**config.mk**
```make
export PLATFORM = sky130hd
export DESIGN_NAME = memory_stage_flat
export DESIGN_NICKNAME = d
export VERILOG_FILES = /design/src/rtl/memory_stage_if.sv /design/src/rtl/memory_stage.sv /design/src/flat_wrapper.sv
export SDC_FILE = /design/constraint.sdc
export NUM_CORES = 1
export LEC_CHECK = 0
export CAP_MARGIN = 10
export CORE_MARGIN = 1.5
export CORE_UTILIZATION = 30
export CTS_CLUSTER_DIAMETER = 80
export CTS_CLUSTER_SIZE = 10
export DETAILED_ROUTE_END_ITERATION = 10
export GPL_TIMING_DRIVEN = 0
export PLACE_DENSITY = 0.65
export SLEW_MARGIN = 20
export SYNTH_ARGS = -nofsm -noshare
export SYNTH_HDL_FRONTEND = slang
export SYNTH_SLANG_ARGS = --single-unit
export TNS_END_PERCENT = 20
```
**constraint.sdc**
```tcl
create_clock -name clock -period 2.5 [get_ports clock]
set_clock_uncertainty 0.15 [all_clocks]
set_input_delay 0.375 -clock clock [delete_from_list [all_inputs] [get_ports clock]]
set_output_delay 0.375 -clock clock [all_outputs]
set_load 0.1 [all_outputs]
```
**src/rtl/memory_stage_if.sv**
```systemverilog
// Data-memory port bundle between the memory stage (master) and the dmem (slave).
interface memory_stage_if #(
    parameter int ADDR_WIDTH = 12
);
    logic [ADDR_WIDTH-1:0] address_dmem;
    logic [31:0]           data_dmem;
    logic                  wren_dmem;
    logic                  rden_dmem;
    logic [31:0]           q_dmem;
    logic                  dmem_ready;

    modport master (
        output address_dmem,
        output data_dmem,
        output wren_dmem,
        output rden_dmem,
        input  q_dmem,
        input  dmem_ready
    );

    modport slave (
        input  address_dmem,
        input  data_dmem,
        input  wren_dmem,
        input  rden_dmem,
        output q_dmem,
        output dmem_ready
    );
endinterface

```
**src/rtl/memory_stage.sv**
```systemverilog
// Memory pipeline stage: X/M and M/W latches, variable-latency dmem access
// with stall generation, timeout-to-setx conversion and W->M store bypass.
module memory_stage #(
    parameter int ADDR_WIDTH = 12,
    parameter int TIMEOUT    = 8
) (
    input  logic                  clock,
    input  logic                  reset,
    input  logic [31:0]           x_m_instructions_input,
    input  logic [31:0]           x_m_operand_O_input,
    input  logic [31:0]           x_m_operand_B_input,
    output logic [31:0]           x_m_instructions_output,
    output logic [31:0]           x_m_operand_O_output,
    output logic [31:0]           m_w_instructions_output,
    output logic [31:0]           data_writeback,
    output logic                  stall,
    memory_stage_if.master        dmem
);

    localparam logic [4:0]  OP_RTYPE = 5'b00000;
    localparam logic [4:0]  OP_ADDI  = 5'b00101;
    localparam logic [4:0]  OP_LW    = 5'b01000;
    localparam logic [4:0]  OP_SW    = 5'b00111;
    localparam logic [4:0]  OP_SETX  = 5'b10101;
    localparam logic [4:0]  OP_JAL   = 5'b00011;
    // Last counter value before the access is declared failed.
    localparam logic [7:0]  CNT_LAST = 8'(TIMEOUT - 1);
    // setx instruction carrying the dmem-timeout status code 6.
    localparam logic [31:0] SETX_TIMEOUT_IR = {5'd21, 27'd6};
    localparam logic [31:0] SETX_TIMEOUT_O  = 32'd6;

    typedef enum logic [1:0] {
        ST_IDLE  = 2'd0,
        ST_WAIT  = 2'd1,
        ST_FAULT = 2'd2
    } state_t;

    function automatic logic [4:0] f_opcode(input logic [31:0] ir);
        return ir[31:27];
    endfunction

    function automatic logic [4:0] f_rd(input logic [31:0] ir);
        return ir[26:22];
    endfunction

    function automatic logic f_has_dest(input logic [31:0] ir);
        logic [4:0] op;
        op = ir[31:27];
        return (op == OP_RTYPE) || (op == OP_ADDI) || (op == OP_LW) ||
               (op == OP_SETX)  || (op == OP_JAL);
    endfunction

    state_t      r_state;
    logic [7:0]  r_cnt;
    logic [31:0] r_xm_ir;
    logic [31:0] r_xm_o;
    logic [31:0] r_xm_b;
    logic [31:0] r_mw_ir;
    logic [31:0] r_mw_o;
    logic [31:0] r_mw_data;

    logic        w_xm_is_lw;
    logic        w_xm_is_sw;
    logic        w_in_fault;
    logic        w_rden;
    logic        w_wren;
    logic        w_pend;
    logic        w_stall;
    logic        w_mw_is_lw;
    logic [31:0] w_writeback;
    logic        w_bypass;
    logic [31:0] w_store_data;

    // Decode the X/M instruction into requests, stall, writeback and store-bypass data.
    always_comb begin
        w_xm_is_lw   = (f_opcode(r_xm_ir) == OP_LW);
        w_xm_is_sw   = (f_opcode(r_xm_ir) == OP_SW);
        w_in_fault   = (r_state == ST_FAULT);
        w_rden       = 1'b0;
        w_wren       = 1'b0;
        w_pend       = 1'b0;
        w_stall      = 1'b0;
        w_writeback  = r_mw_o;
        w_bypass     = 1'b0;
        w_store_data = r_xm_b;
        w_mw_is_lw   = (f_opcode(r_mw_ir) == OP_LW);

        if (w_in_fault) begin
            w_rden = 1'b0;
            w_wren = 1'b0;
        end else begin
            w_rden = w_xm_is_lw;
            w_wren = w_xm_is_sw;
        end
        w_pend  = w_rden | w_wren;
        w_stall = w_pend & ~dmem.dmem_ready;

        if (w_mw_is_lw) begin
            w_writeback = r_mw_data;
        end else begin
            w_writeback = r_mw_o;
        end

        w_bypass = w_xm_is_sw && (f_rd(r_xm_ir) == f_rd(r_mw_ir)) &&
                   f_has_dest(r_mw_ir) && (f_rd(r_mw_ir) != 5'd0);
        if (w_bypass) begin
            w_store_data = w_writeback;
        end else begin
            w_store_data = r_xm_b;
        end
    end

    // Access-tracking FSM: counts stall cycles and raises FAULT on timeout.
    always_ff @(posedge clock) begin
        if (reset) begin
            r_state <= ST_IDLE;
            r_cnt   <= 8'd0;
        end else begin
            case (r_state)
                ST_IDLE: begin
                    if (w_pend && !dmem.dmem_ready) begin
                        r_state <= ST_WAIT;
                        r_cnt   <= 8'd1;
                    end else begin
                        r_state <= ST_IDLE;
                        r_cnt   <= 8'd0;
                    end
                end
                ST_WAIT: begin
                    if (!w_pend || dmem.dmem_ready) begin
                        r_state <= ST_IDLE;
                        r_cnt   <= 8'd0;
                    end else if (r_cnt >= CNT_LAST) begin
                        r_state <= ST_FAULT;
                        r_cnt   <= r_cnt;
                    end else begin
                        r_state <= ST_WAIT;
                        r_cnt   <= r_cnt + 8'd1;
                    end
                end
                ST_FAULT: begin
                    r_state <= ST_IDLE;
                    r_cnt   <= 8'd0;
                end
                default: begin
                    r_state <= ST_IDLE;
                    r_cnt   <= 8'd0;
                end
            endcase
        end
    end

    // Pipeline latches: X/M holds on stall; M/W takes a bubble on stall and setx on fault.
    always_ff @(posedge clock) begin
        if (reset) begin
            r_xm_ir   <= 32'd0;
            r_xm_o    <= 32'd0;
            r_xm_b    <= 32'd0;
            r_mw_ir   <= 32'd0;
            r_mw_o    <= 32'd0;
            r_mw_data <= 32'd0;
        end else begin
            if (!w_stall) begin
                r_xm_ir <= x_m_instructions_input;
                r_xm_o  <= x_m_operand_O_input;
                r_xm_b  <= x_m_operand_B_input;
            end else begin
                r_xm_ir <= r_xm_ir;
                r_xm_o  <= r_xm_o;
                r_xm_b  <= r_xm_b;
            end

            if (w_stall) begin
                r_mw_ir   <= 32'd0;
                r_mw_o    <= 32'd0;
                r_mw_data <= 32'd0;
            end else if (w_in_fault) begin
                r_mw_ir   <= SETX_TIMEOUT_IR;
                r_mw_o    <= SETX_TIMEOUT_O;
                r_mw_data <= 32'd0;
            end else begin
                r_mw_ir   <= r_xm_ir;
                r_mw_o    <= r_xm_o;
                r_mw_data <= w_xm_is_lw ? dmem.q_dmem : 32'd0;
            end
        end
    end

    assign x_m_instructions_output = r_xm_ir;
    assign x_m_operand_O_output    = r_xm_o;
    assign m_w_instructions_output = r_mw_ir;
    assign data_writeback          = w_writeback;
    assign stall                   = w_stall;
    assign dmem.address_dmem       = r_xm_o[ADDR_WIDTH-1:0];
    assign dmem.data_dmem          = w_store_data;
    assign dmem.wren_dmem          = w_wren;
    assign dmem.rden_dmem          = w_rden;

endmodule

```
**src/flat_wrapper.sv**
```systemverilog
// flat-port wrapper written by rule: the top's interface ports become plain ports
module memory_stage_flat 
#(
    parameter int ADDR_WIDTH = 12,
    parameter int TIMEOUT    = 8
)
  (clock, reset, x_m_instructions_input, x_m_operand_O_input, x_m_operand_B_input, x_m_instructions_output, x_m_operand_O_output, m_w_instructions_output, data_writeback, stall, dmem_address_dmem, dmem_data_dmem, dmem_wren_dmem, dmem_rden_dmem, dmem_q_dmem, dmem_dmem_ready);
  memory_stage_if #(.ADDR_WIDTH(ADDR_WIDTH)) dmem_i ();
  input  logic clock;
  input  logic reset;
  input  logic [31:0] x_m_instructions_input;
  input  logic [31:0] x_m_operand_O_input;
  input  logic [31:0] x_m_operand_B_input;
  output logic [31:0] x_m_instructions_output;
  output logic [31:0] x_m_operand_O_output;
  output logic [31:0] m_w_instructions_output;
  output logic [31:0] data_writeback;
  output logic stall;
  output wire logic [$bits(dmem_i.address_dmem)-1:0] dmem_address_dmem;
  output wire logic [$bits(dmem_i.data_dmem)-1:0] dmem_data_dmem;
  output wire logic [$bits(dmem_i.wren_dmem)-1:0] dmem_wren_dmem;
  output wire logic [$bits(dmem_i.rden_dmem)-1:0] dmem_rden_dmem;
  input wire logic [$bits(dmem_i.q_dmem)-1:0] dmem_q_dmem;
  input wire logic [$bits(dmem_i.dmem_ready)-1:0] dmem_dmem_ready;
  assign dmem_address_dmem = dmem_i.address_dmem;
  assign dmem_data_dmem = dmem_i.data_dmem;
  assign dmem_wren_dmem = dmem_i.wren_dmem;
  assign dmem_rden_dmem = dmem_i.rden_dmem;
  assign dmem_i.q_dmem = dmem_q_dmem;
  assign dmem_i.dmem_ready = dmem_dmem_ready;
  memory_stage #(.ADDR_WIDTH(ADDR_WIDTH), .TIMEOUT(TIMEOUT)) u_core (.clock(clock), .reset(reset), .x_m_instructions_input(x_m_instructions_input), .x_m_operand_O_input(x_m_operand_O_input), .x_m_operand_B_input(x_m_operand_B_input), .x_m_instructions_output(x_m_instructions_output), .x_m_operand_O_output(x_m_operand_O_output), .m_w_instructions_output(m_w_instructions_output), .data_writeback(data_writeback), .stall(stall), .dmem(dmem_i));
endmodule
```
==> metrics.yaml <==
drv_cap: 0
setup.worst_path.start: "u_core.m_w_instructions_output[25]"
track_usage: 0.183
grt_pass1_vias: 5604
finalCritPeriodShare: 1.28
tightest_slew_ns: 1.03
grt_overflow: 0
hold_viol: 0
status: "finished, violations left"
placement.io_buffers: 305
nNetsFinal: 1040
drcViolationCount: 0
worstHoldStart: "dmem_q_dmem[13]"
setup_viol: 66
vias: 5472
critPathMaxStageDelay_ns: 0.54
fp.dieArea_mm2: 0.0238
clkTransAtPathRegs_ns: 0.05
cp-start-kind: "flip-flop"
dieHeight_um: 154
syn-mean-instance-area_um2: 12.2
path_buf_inv: 3
fillers: 2002
core-area_mm2: 0.0226
cts_max_level: 1
hold_path.class: "input pin to flip-flop"
gp_congestion: 0.742
hold_buffers: 0
cts_root_buffer: "clkbuf_16"
dp_slack_ns: -1.63
power.density_mw_per_mm2: 721
via_per_inst: 4.57
relSlewSlack: 0.310
drive_above_1_share: 0.284
instances_no_fill: 1197
netlist_area_mm2: 0.00686
rows: 55
yosys_warnings: 0
cts-buffers-inserted: 24
post-route-util: 0.533
ys_seq_area_frac: 0.589
vdd_drop_max_v: 0.000623
setup_ws_ns: -0.693
ys_ff_latch: 202
area.growth.synth_to_final_pct: 75.4
cts_tree: "done"
placed_area_mm2: 0.0104
wl_um: 22600
cp.required_ns: 1.98
cp_slowest_cell: "or4_4"
grt_start_max_net_pins: 12
synth_area_leader_cell: "dfxtp_1"
syn_nets: 695
fmax_mhz: 313
place_inst: 1153
path_delay_family: "simple AND/OR/NAND/NOR gates"
r2r-start: "u_core.x_m_instructions_output[27]"
crit_type: "flip-flop to primary output"
ant_nets: 0
violations: "negative setup slack"
start_util: 0.304
synthTopCellsByArea: "dfxtp_1 (59%), a22o_1 (12%), mux2_2 (9.8%)"
cpMostUsedCell: "buf_12"
rsz0062_at_grt: "yes"
crit_arrival_ns: 2.67
slew_viol_final: 0
post-route-min-period_ns: 3.19
wire_per_inst_um: 18.9
cts_num_sinks: 202
final_cell_area_mm2: 0.0120
fp.dieW_um: 154
drt-pass1-iter-count: 4
regArea_mm2: 0.00408
ios: 306
dp_hpwl_um: 15900
clk_latency_ns: 0.50
multi_input_area_mm2: 0.00271
cp_max_fo: 10
synth.top_cell.area_share: 0.589
drt_iter0_markers: 137
yosysUniqueCellTypes: 32
max-clock-path-buffers: 3
path_cells: "xor2_1 > or4_4 > a2111oi_4 > buf_12 > buf_12 > mux2_2 > buf_6"
synthCells: 563
grt_first_pass_wirelength_um: 33700
antenna_found_initial: 1
p_leak_nw: 6.11
worstSetupEndpointType: "primary output"
[state kept, by name, indices dropped and copies added (netlist names)]
register / count
u_core.m_w_instructions_output: 32
u_core.r_mw_data: 32
u_core.r_mw_o: 32
u_core.r_xm_b: 32
u_core.x_m_instructions_output: 32
u_core.x_m_operand_O_output: 32
u_core.r_cnt: 8
u_core.r_state: 2
[through the flow]
stage | setup TNS [ns] | hold slack (ns) | total power, mW
3_5_place_dp | -100.03 | 0.297 | 5.57
3_3_place_gp | -111.37 | 0.296 | 5.57
4_1_cts | -33.67 | 0.252 | 8.71
5_1_grt | -31.25 | 0.264 | 8.99
2_1_floorplan | -108.38 | 0.279 | 4.96
6_report | -25.29 | 0.280 | 8.67
[power by group]
group / internal [mW] / switching [mW] / total (mW)
Sequential: 3.37 / 0.0969 / 3.47
Clock: 1.77 / 1.26 / 3.03
Combinational: 0.721 / 1.45 / 2.17
[cell families after synthesis]
kind of cell | synth area share
DFF | 0.589
adders and majority gates | 0.00182
muxes | 0.105
buffers and inverters | 0.0408
xor gates and xnor gates | 0.00638
and+or+nand+nor | 0.114
AOI/OAI and AO/OA | 0.142
[timing repair]
item,CTS,global route
setup buffers,8,4
hold endpoints to repair,0,0
resized for setup,557,167
setup endpoints to repair,276,240
gates cloned,1,1
pin swaps,6,4
[cell usage after synthesis]
cell type and number:
buf_1 3, and2_1 97, dfxtp_1 202, nor4bb_1 2
mux2_2 60, nand3_1 1, or4_1 3, nand2_1 6
or4b_1 1, buf_2 17, nor2_1 10, a22o_1 95
a2111oi_2 1, a211oi_2 1, buf_4 12, a2111oi_4 1
nor3_1 3, nand2b_1 1, xor2_1 3, and3_1 1
buf_6 3, nor4_1 2, a21oi_1 4, mux2_1 4
nor2b_1 1, ha_1 1, xnor2_1 2, a41oi_1 1
nand4b_2 1, a211oi_1 2, clkbuf_1 16, o21a_1 6
[final timing paths]
kind / to / slack, ns / cells past startpoint
worst max-delay path: dmem_data_dmem[5] / -0.69 / 7
worst min-delay path: u_core.r_mw_data[13] / 0.28 / 2
worst max register to register: u_core.m_w_instructions_output[10] / 0.04 / 6
worst min register to register: u_core.r_cnt[7] / 0.31 / 1
[placed cells by master (no fill, tap or decap), types with 2 or more instances in the layout]
cell type	count
nand2_1	5
clkbuf_2	6
xnor2_1	2
and2_1	97
nor3_2	2
a21oi_1	3
buf_6	36
a211oi_1	2
or4_4	2
buf_8	5
xor2_1	3
dfxtp_2	10
clkbuf_1	10
dlymetal6s2s_1	83
buf_12	43
dfxtp_1	187
mux2_2	46
dlygate4sd2_1	3
a2111oi_4	2
clkbuf_16	26
buf_2	4
dfxtp_4	5
a22o_1	95
nor2_1	9
clkbuf_4	2
buf_4	40
mux2_4	18
o21a_1	6
clkdlybuf4s50_1	138
[per-layer routing]
metal	global-route usage	vias to the layer above	part of all wire
met2	0.312	216	0.48
li1	-	2656	-
met1	0.229	2568	0.42
met3	0.0479	32	0.074
met5	0	-	0
met4	0.0495	0	0.024
[layout make-up]
type | instances | area share
tap | 285 | 0.0296
clock inverter | 1 | 0.000728
antenna | 1 | 0.000208
clock buffer | 28 | 0.0529
timing repair buffer | 319 | 0.316
sequential | 202 | 0.339
buffer | 51 | 0.0370
multi-input combinational | 310 | 0.225
Power figures use the tool's default switching activity.
